===== config.mk =====
export PLATFORM = sky130hd
export DESIGN_NAME = lcd_text_buffer_flat
export DESIGN_NICKNAME = d
export VERILOG_FILES = /design/src/rtl/lcd_text_buffer_if.sv /design/src/rtl/lcd_text_buffer.sv /design/src/flat_wrapper.sv
export SDC_FILE = /design/constraint.sdc
export NUM_CORES = 1
export LEC_CHECK = 0
export CORE_ASPECT_RATIO = 0.6
export CORE_UTILIZATION = 62
export DETAILED_ROUTE_END_ITERATION = 8
export GPL_TIMING_DRIVEN = 1
export PLACE_DENSITY = 0.8
export SLEW_MARGIN = 25
export SYNTH_ARGS = -nofsm -noshare
export SYNTH_HDL_FRONTEND = slang
export SYNTH_SLANG_ARGS = --single-unit
export TNS_END_PERCENT = 5

===== constraint.sdc =====
create_clock -name clk -period 3.3 [get_ports clk]
set_input_delay 0.825 -clock clk [delete_from_list [all_inputs] [get_ports clk]]
set_output_delay 0.825 -clock clk [all_outputs]
set_load 0.005 [all_outputs]

===== src/rtl/lcd_text_buffer_if.sv =====
// rtl/lcd_text_buffer_if.sv - access bus between the LCD driver/host and the text buffer
interface lcd_text_buffer_if;
  logic [7:0] addr;
  logic       rd;
  logic [7:0] data;
  logic       wr_req;
  logic [7:0] wr_addr;
  logic [7:0] wr_data;
  logic       wr_ack;
  logic       scroll_req;
  logic       clear_req;
  logic       busy;

  modport master (
    output addr, rd, wr_req, wr_addr, wr_data, scroll_req, clear_req,
    input  data, wr_ack, busy
  );

  modport slave (
    input  addr, rd, wr_req, wr_addr, wr_data, scroll_req, clear_req,
    output data, wr_ack, busy
  );
endinterface


===== src/rtl/lcd_text_buffer.sv =====
// rtl/lcd_text_buffer.sv - two-line SC1602 frame store with read/sequencer/host arbitration
// Driver reads always win; the scroll/clear sequencer freezes on any read cycle.
module lcd_text_buffer #(
  parameter logic [7:0] FILL_CHAR = 8'h20,
  parameter int         COLS      = 16
) (
  input  logic             clk,
  input  logic             resetn,
  lcd_text_buffer_if.slave bus
);

  typedef enum logic [2:0] {S_IDLE, S_CLR, S_SCR_RD, S_SCR_WR1, S_SCR_WR2} state_t;

  state_t     r_state, w_next;
  logic [7:0] r_mem [0:2*COLS-1];
  logic [4:0] r_cnt;
  logic [7:0] r_tmp;
  logic [7:0] r_data;
  logic       r_wr_ack;

  logic       w_rd_valid, w_wr_valid, w_host_commit;
  logic [4:0] w_rd_idx, w_wr_idx;
  logic       w_busy, w_we, w_tmp_ld;
  logic [4:0] w_widx, w_cnt_next;
  logic [7:0] w_wdata;

  // DDRAM line 1 lives at 0x00-0x0F, line 2 at 0x40-0x4F; bit 6 picks the line
  assign w_rd_valid = (bus.addr[7:4] == 4'h0) || (bus.addr[7:4] == 4'h4);
  assign w_rd_idx   = {bus.addr[6], bus.addr[3:0]};
  assign w_wr_valid = (bus.wr_addr[7:4] == 4'h0) || (bus.wr_addr[7:4] == 4'h4);
  assign w_wr_idx   = {bus.wr_addr[6], bus.wr_addr[3:0]};

  assign w_host_commit = (r_state == S_IDLE) && bus.wr_req && !bus.rd && !r_wr_ack &&
                         !bus.clear_req && !bus.scroll_req;

  always_ff @(posedge clk or negedge resetn) begin
    if (!resetn) r_state <= S_IDLE;
    else         r_state <= w_next;
  end

  always_comb begin
    w_next = r_state;
    if (!bus.rd) begin
      case (r_state)
        S_IDLE: begin
          if (bus.clear_req)       w_next = S_CLR;
          else if (bus.scroll_req) w_next = S_SCR_RD;
        end
        S_CLR:     if (r_cnt == 5'(2*COLS-1)) w_next = S_IDLE;
        S_SCR_RD:  w_next = S_SCR_WR1;
        S_SCR_WR1: w_next = S_SCR_WR2;
        S_SCR_WR2: w_next = (r_cnt == 5'(COLS-1)) ? S_IDLE : S_SCR_RD;
        default:   w_next = S_IDLE;
      endcase
    end
  end

  always_comb begin
    w_busy     = (r_state != S_IDLE);
    w_we       = 1'b0;
    w_widx     = w_wr_idx;
    w_wdata    = bus.wr_data;
    w_tmp_ld   = 1'b0;
    w_cnt_next = r_cnt;
    if (!bus.rd) begin
      case (r_state)
        S_IDLE: begin
          w_we = w_host_commit && w_wr_valid;
          if (bus.clear_req || bus.scroll_req) w_cnt_next = 5'd0;
        end
        S_CLR: begin
          w_we    = 1'b1;
          w_widx  = r_cnt;
          w_wdata = FILL_CHAR;
          if (r_cnt != 5'(2*COLS-1)) w_cnt_next = r_cnt + 5'd1;
        end
        S_SCR_RD: w_tmp_ld = 1'b1;
        S_SCR_WR1: begin
          w_we    = 1'b1;
          w_widx  = {1'b0, r_cnt[3:0]};
          w_wdata = r_tmp;
        end
        S_SCR_WR2: begin
          w_we    = 1'b1;
          w_widx  = {1'b1, r_cnt[3:0]};
          w_wdata = FILL_CHAR;
          if (r_cnt != 5'(COLS-1)) w_cnt_next = r_cnt + 5'd1;
        end
        default: ;
      endcase
    end
  end

  always_ff @(posedge clk or negedge resetn) begin
    if (!resetn) begin
      for (int i = 0; i < 2*COLS; i++) r_mem[i] <= FILL_CHAR;
      r_data   <= 8'h00;
      r_tmp    <= 8'h00;
      r_wr_ack <= 1'b0;
      r_cnt    <= 5'd0;
    end else begin
      if (w_we)     r_mem[w_widx] <= w_wdata;
      if (bus.rd)   r_data <= w_rd_valid ? r_mem[w_rd_idx] : FILL_CHAR;
      if (w_tmp_ld) r_tmp <= r_mem[{1'b1, r_cnt[3:0]}];
      r_wr_ack <= w_host_commit;
      r_cnt    <= w_cnt_next;
    end
  end

  assign bus.data   = r_data;
  assign bus.wr_ack = r_wr_ack;
  assign bus.busy   = w_busy;

endmodule


===== src/flat_wrapper.sv =====
// flat-port wrapper written by rule: the top's interface ports become plain ports
module lcd_text_buffer_flat 
#(
  parameter logic [7:0] FILL_CHAR = 8'h20,
  parameter int         COLS      = 16
)
  (clk, resetn, bus_addr, bus_rd, bus_wr_req, bus_wr_addr, bus_wr_data, bus_scroll_req, bus_clear_req, bus_data, bus_wr_ack, bus_busy);
  lcd_text_buffer_if bus_i ();
  input  logic clk;
  input  logic resetn;
  input wire logic [$bits(bus_i.addr)-1:0] bus_addr;
  input wire logic [$bits(bus_i.rd)-1:0] bus_rd;
  input wire logic [$bits(bus_i.wr_req)-1:0] bus_wr_req;
  input wire logic [$bits(bus_i.wr_addr)-1:0] bus_wr_addr;
  input wire logic [$bits(bus_i.wr_data)-1:0] bus_wr_data;
  input wire logic [$bits(bus_i.scroll_req)-1:0] bus_scroll_req;
  input wire logic [$bits(bus_i.clear_req)-1:0] bus_clear_req;
  output wire logic [$bits(bus_i.data)-1:0] bus_data;
  output wire logic [$bits(bus_i.wr_ack)-1:0] bus_wr_ack;
  output wire logic [$bits(bus_i.busy)-1:0] bus_busy;
  assign bus_i.addr = bus_addr;
  assign bus_i.rd = bus_rd;
  assign bus_i.wr_req = bus_wr_req;
  assign bus_i.wr_addr = bus_wr_addr;
  assign bus_i.wr_data = bus_wr_data;
  assign bus_i.scroll_req = bus_scroll_req;
  assign bus_i.clear_req = bus_clear_req;
  assign bus_data = bus_i.data;
  assign bus_wr_ack = bus_i.wr_ack;
  assign bus_busy = bus_i.busy;
  lcd_text_buffer #(.FILL_CHAR(FILL_CHAR), .COLS(COLS)) u_core (.clk(clk), .resetn(resetn), .bus(bus_i));
endmodule

# --- Word level (Yosys, flattened, before mapping) ---
# Index checks and enable logic that the tools add are counted.
op_classes:
  n_mux: 27
  add_sub_neg: 1
  bitwise_logic: 4
  eq_ne: 15
  n_lt_le_gt_ge: 4
  n_reduce_logical: 23
ops:
  columns: ["operator", "count"]
  rows:
  - ["256-bit bitwise mux", 1]
  - ["8-bit binary-select mux with 5-bit select", 2]
  - ["8-bit two-way mux", 7]
  - ["8-bit demux with 5-bit select", 1]
  - ["5-bit case mux with 3 select lines", 2]
  - ["5-bit two-way mux", 4]
  - ["6-bit >= comparator, second input constant", 3]
  - ["5-bit inverter with 6-bit output", 3]
  - ["8-bit case mux with 2 select lines", 1]
  - ["3-bit case mux with 5 select lines", 1]
  - ["3-bit two-way mux", 3]
  - ["4-bit by 3-bit equality test with 1-bit output, second input constant", 2]
  - ["4-bit logical NOT", 2]
  - ["1-bit logical AND", 7]
  - ["3-bit by 2-bit equality test with 1-bit output, second input constant", 2]
  - ["6-bit by 1-bit < comparator with 1-bit output, second input constant", 1]
  - ["2-bit by 1-bit inequality test with 1-bit output, second input constant", 3]
  - ["3-bit nonzero test", 2]
  - ["5-bit by 1-bit adder with 5-bit output, second input constant", 1]
  - ["5-bit by 4-bit equality test with 1-bit output, second input constant", 1]
  - ["5-bit equality test, second input constant", 1]
  - ["5-bit by 4-bit inequality test with 1-bit output, second input constant", 1]
  - ["5-bit inequality test, second input constant", 1]
  - ["5-bit AND reduction", 1]
  - ["other kinds (14)", 21]
word_totals:
  ff_bits: 281
  elab_cells: 111

# --- Longest topological paths before layout ---
# Gate-level depths: netlist of run 1.
logic_depth:
  ltp_word: 9
  ltp_mapped: 10
  depth_no_buf: 8

# --- Worst setup path after synthesis of run 1 ---
# Ideal clock, no wire load.
synth_timing:
  kind: "input port to flip-flop"
  startpoint: "input port bus_rd"
  endpoint: "register u_core.r_mem[100] (netlist bit)"
  n_path_buf: 2
  setup_ns: 0.125
  cell_stages: 7
  arrival_time_ns: 2.690
  setup_slack_ns: 0.486
  t_required_ns: 3.175
  cell_sequence: "buf_2 -> inv_1 -> clkbuf_1 -> o221ai_1 -> or3b_4 -> nor2_2 -> mux2_2"
synth_via:
  elab_chain_len: 8
  elab_cells_between_ends: 17
  classes_between: "2 x order compare; 7 x mux; 1 x bitwise; 7 x reduce/logical"
synth_lines:
  columns: ["item", "line_no", "rtl"]
  rows:
  - ["from (decl)", "flat_wrapper.sv:12", "input wire logic [$bits(bus_i.rd)-1:0] bus_rd;"]
  - ["parallel branches: the longest is 8 deep, another holds 6-bit >= comparator", null, null]
  - ["to (signal, indexed assignment)", "lcd_text_buffer.sv:102", "if (w_we) r_mem[w_widx] <= w_wdata;"]
  - ["to (decl)", "lcd_text_buffer.sv:15", "logic [7:0] r_mem [0:2*COLS-1];"]
# Parallel ways; which one is timed is not known.
# A chain may end at the register's enable or synchronous reset.

# --- Final worst setup path of run 1 ---
layout_timing:
  startpoint: "register u_core.r_state[0]"
  endpoint: "output port bus_busy"
layout_via:
  elab_chain_len: 1
layout_lines:
  columns: ["item", "line_no", "rtl"]
  rows:
  - ["from (decl)", "lcd_text_buffer.sv:14", "state_t r_state, w_next;"]
  - ["from (signal assigned)", "lcd_text_buffer.sv:38", "else r_state <= w_next;"]
  - ["3-bit nonzero test", "lcd_text_buffer.sv:59", "w_busy = (r_state != S_IDLE);"]
  - ["to (decl)", "flat_wrapper.sv:20", "output wire logic [$bits(bus_i.busy)-1:0] bus_busy;"]
# No other way between the ends.

==> results of run 1 <==
[area by class of cell]
cell class              instances  area share, %
repair buffers                165           9.47
clock buffers                  35           4.43
diodes                          1         0.0149
well taps                     308           2.29
clock inverters                12           1.03
multi-input cells             657           40.6
inverters                       4         0.0892
flip-flops and latches        281           42.0
[layout by cell type (no fill, tap or decap), types with 7 or more instances in the layout]
cell             instances
mux2_2                 264
dfrtp_1                248
buf_4                  106
mux2i_1                 90
mux4_2                  60
clkdlybuf4s50_1         37
dfstp_2                 32
nand2_1                 30
clkbuf_16               26
a22o_1                  21
buf_12                  20
a22oi_1                 15
a221oi_1                14
nor2_1                  13
a21oi_1                 13
o21ai_0                 12
a211oi_1                11
nor2_2                  11
nor2b_1                 11
nor4_1                   9
nand3_1                  9
a21o_1                   9
nand2b_1                 8
o22ai_1                  7
[power by group through the flow]
stage,registers [µW],clock network [µW],logic (µW)
floorplan,5430,0,2950
global placement,5670,0,3980
detailed placement,5770,0,4120
CTS,5730,3300,4160
global route,5910,3440,4470
finish,5770,3270,4200
[sequential cells by signal (all words and copies together), names as in the netlist]
| signal | flops |
|---|---|
| u_core.r_state | 3 |
| u_core.r_mem | 256 |
| u_core.bus.data | 8 |
| u_core.r_cnt | 5 |
| u_core.bus.wr_ack | 1 |
| u_core.r_tmp | 8 |
[layer usage]
| metal | vias to the layer above | routed length [µm] | GRT usage (%) |
|---|---|---|---|
| met5 | - | 0 | 0 |
| met1 | 5064 | 17500 | 53.5 |
| met2 | 462 | 16200 | 47.0 |
| li1 | 4120 | - | - |
| met3 | 72 | 4380 | 13.2 |
| met4 | 0 | 887 | 7.70 |
[cell families (layout without fill, tap and decap cells)]
| kind of cell | Yosys count | count (layout) | synth area share, % |
|---|---|---|---|
| AOI/OAI and AO/OA | 119 | 119 | 6.23 |
| adders and majority gates | 3 | 3 | 0.264 |
| buffers and inverters | 81 | 216 | 2.40 |
| DFF | 281 | 281 | 49.6 |
| muxes | 414 | 414 | 36.7 |
| other | 0 | 1 | 0 |
| and+or+nand+nor | 121 | 121 | 4.78 |
[through the flow]
step / cell area [µm²] / util [%] / std cells / setup WS (ps) / total power (µW)
final: 16800 / 75.5 / 1463 / 385 / 13200
after global routing: 16800 / 75.5 / 1462 / 320 / 13800
after CTS: 16800 / 75.5 / 1462 / 376 / 13200
after detailed placement: 15900 / 71.4 / 1415 / -78.7 / 9890
after global placement: 15900 / 71.4 / 1415 / -35.9 / 9660
after floorplan: 14200 / - / 1019 / 486 / 8380
[worst max path at each step]
stage	from	endpoint	slack [ps]
after CTS	u_core.r_state[0]	bus_busy	380
after detailed placement	bus_clear_req	u_core.r_mem[231]	-80
after global placement	bus_clear_req	u_core.r_mem[224]	-40
after global routing	u_core.r_state[0]	bus_busy	320
after floorplan	bus_rd	u_core.r_mem[100]	490
final	u_core.r_state[0]	bus_busy	390
[worst register-to-register path, cell delays in order, from the launching register on]
cell,delay (ps)
dfrtp_1,540
or2_1,360
a211oi_1,350
buf_4,180
a31o_2,140
or3b_4,410
or2_1,390
mux2_2,330
==> impl_metrics.csv, run 1 <==
group,metric,value,unit
critical_path,cpPeakStageDelay,540,ps
global_route,grt_overflow,0,
pwr,p_leak,0.00780,µW
place,io_buffers,39,
die,die_x,198,µm
critical_path,startpoint_type,"flop",
logic_synthesis,synth_cells,1019,
critical_path,cp.required,2470,ps
global_route,grt_max_degree,70,
clocking,cts_tree,"yes",
critical_path,reg2reg_setup_slack,480,ps
detailed_routing,vias_per_cell,6.64,
logic_synthesis,avgSynthCellArea,14.0,µm²
logic_synthesis,synth_top_area_cell,"dfrtp_1",
sta,report.final.slew_viol_count,0,
sta,tightestPinTransition,571,ps
detailed_routing,drt_iter0_markers,954,
pwr,power_frac_comb,31.7,%
global_route,antenna_found_initial,1,
logic_synthesis,ys_seq_elements,281,
pwr,seqPwrFrac,43.6,%
logic_synthesis,synth_top_area_share,43.7,%
critical_path,cp.arrival,2090,ps
critical_path,r2r_start,"u_core.r_state[0]",
die,core,22300,µm²
place,dp.final_hpwl,26600,µm
clocking,clock_latency,560,ps
finish,regArea,7070,µm²
global_route,grt_pass1_vias,9833,
pwr,ir_worst_vdd,0.570,mV
logic_synthesis,async_flop_share,100,%
pwr,clkPwrFrac,24.7,%
finish,fin_nets,1168,
logic_synthesis,ys_warn_count,0,
sta,final-hold-violation-count,0,
outcome,status,"finished, final reports clean",
critical_path,crit_family,"buffers and inverters",
critical_path,path_cells,"buf_4 > or3_1 > clkdlybuf4s50_1",
sta,fin_crit,2910,ps
logic_synthesis,synth_edf_count,0,
sta,setup_viol,0,
detailed_routing,drt_first_pass_iters,5,
place,gp_congestion,0.903,
detailed_routing,routed_wl,38900,µm
detailed_routing,detailroute.via_count,9718,
die,start_util,63.9,%
critical_path,critPathKind,"flop to output pin",
finish,fillers,1416,
min_path,hold_class,"input pin to asynchronous set/reset pin",
critical_path,r2r_cells,7,
die,dieHeight,119,µm
clocking,clock_sinks,281,
clocking,clock_path_buffers,3,
finish,syn_to_final_growth,18.1,%
clocking,hold_buffers,0,
critical_path,crit_cells,3,
pwr,power.internal,9110,µW
pwr,p_per_area,787,nW/µm²
pwr,power.net_switching,4140,µW
finish,drive_above_1_share,47.7,%
die,dieArea,23600,µm²
sta,slew_headroom,61.8,%
logic_synthesis,synth.area.top_cells,"dfrtp_1 (44%), mux2_2 (21%), mux4_2 (9.5%)",
logic_synthesis,synthFlopType,"dfrtp_1",
global_route,grt_pass1_wl,60800,µm
sta,fin_setup_tns,0,ps
sta,skew,29.4,ps
die,ios,40,
clocking,cts_buffers,26,
global_route,grt_use_total,35.0,%
critical_path,critPathCaptureType,"output pin",
logic_synthesis,synth_common_cells,"mux2_2 (264), dfrtp_1 (249), mux2i_1 (90), mux4_2 (60), clkbuf_1 (45)",
finish,multi_input_area,6840,µm²
die,fp-row-count,42,
logic_synthesis,yosysMostFrequentCell,"mux2_2",
detailed_routing,drc,0,
clocking,postCtsSetupRepairBufs,0,
logic_synthesis,seq_area_frac_synth,49.6,%
sta,timing.final.crit_share,88.3,%
logic_synthesis,syn_nets,1052,
sta,holdWs,212,ps
clocking,ctsHtreeMaxLevel,1,
sta,clock.fmax,343,MHz
job,drv_cap,0,
critical_path,r2r_end,"u_core.r_mem[226]",
critical_path,slowest_stage,"dfrtp_1",
detailed_routing,wl_per_cell,26.6,µm
detailed_routing,ant_nets,0,
clocking,cts_resized,0,
pwr,sw_frac_of_total,31.2,%
critical_path,cp_num_buf_inv,2,
clocking,cts.clk_slew.worst_paths,70,ps
sta,rsz0062_at_grt,"false",
clocking,cts-root-buf,"clkbuf_16",
critical_path,crit_fanout,14,
logic_synthesis,ys_types,50,
logic_synthesis,netlist_area,14200,µm²
No activity file was read; power rests on OpenSTA's default activity.
==> run 2: changes to the inputs <==
--- a/config.mk
+++ b/config.mk
@@ -10,7 +10,6 @@
 export DETAILED_ROUTE_END_ITERATION = 8
 export GPL_TIMING_DRIVEN = 1
 export PLACE_DENSITY = 0.8
-export SLEW_MARGIN = 25
 export SYNTH_ARGS = -nofsm -noshare
 export SYNTH_HDL_FRONTEND = slang
 export SYNTH_SLANG_ARGS = --single-unit
==> results of run 2 <==
Final layout, timing and power as in run 1 (identical DEF).
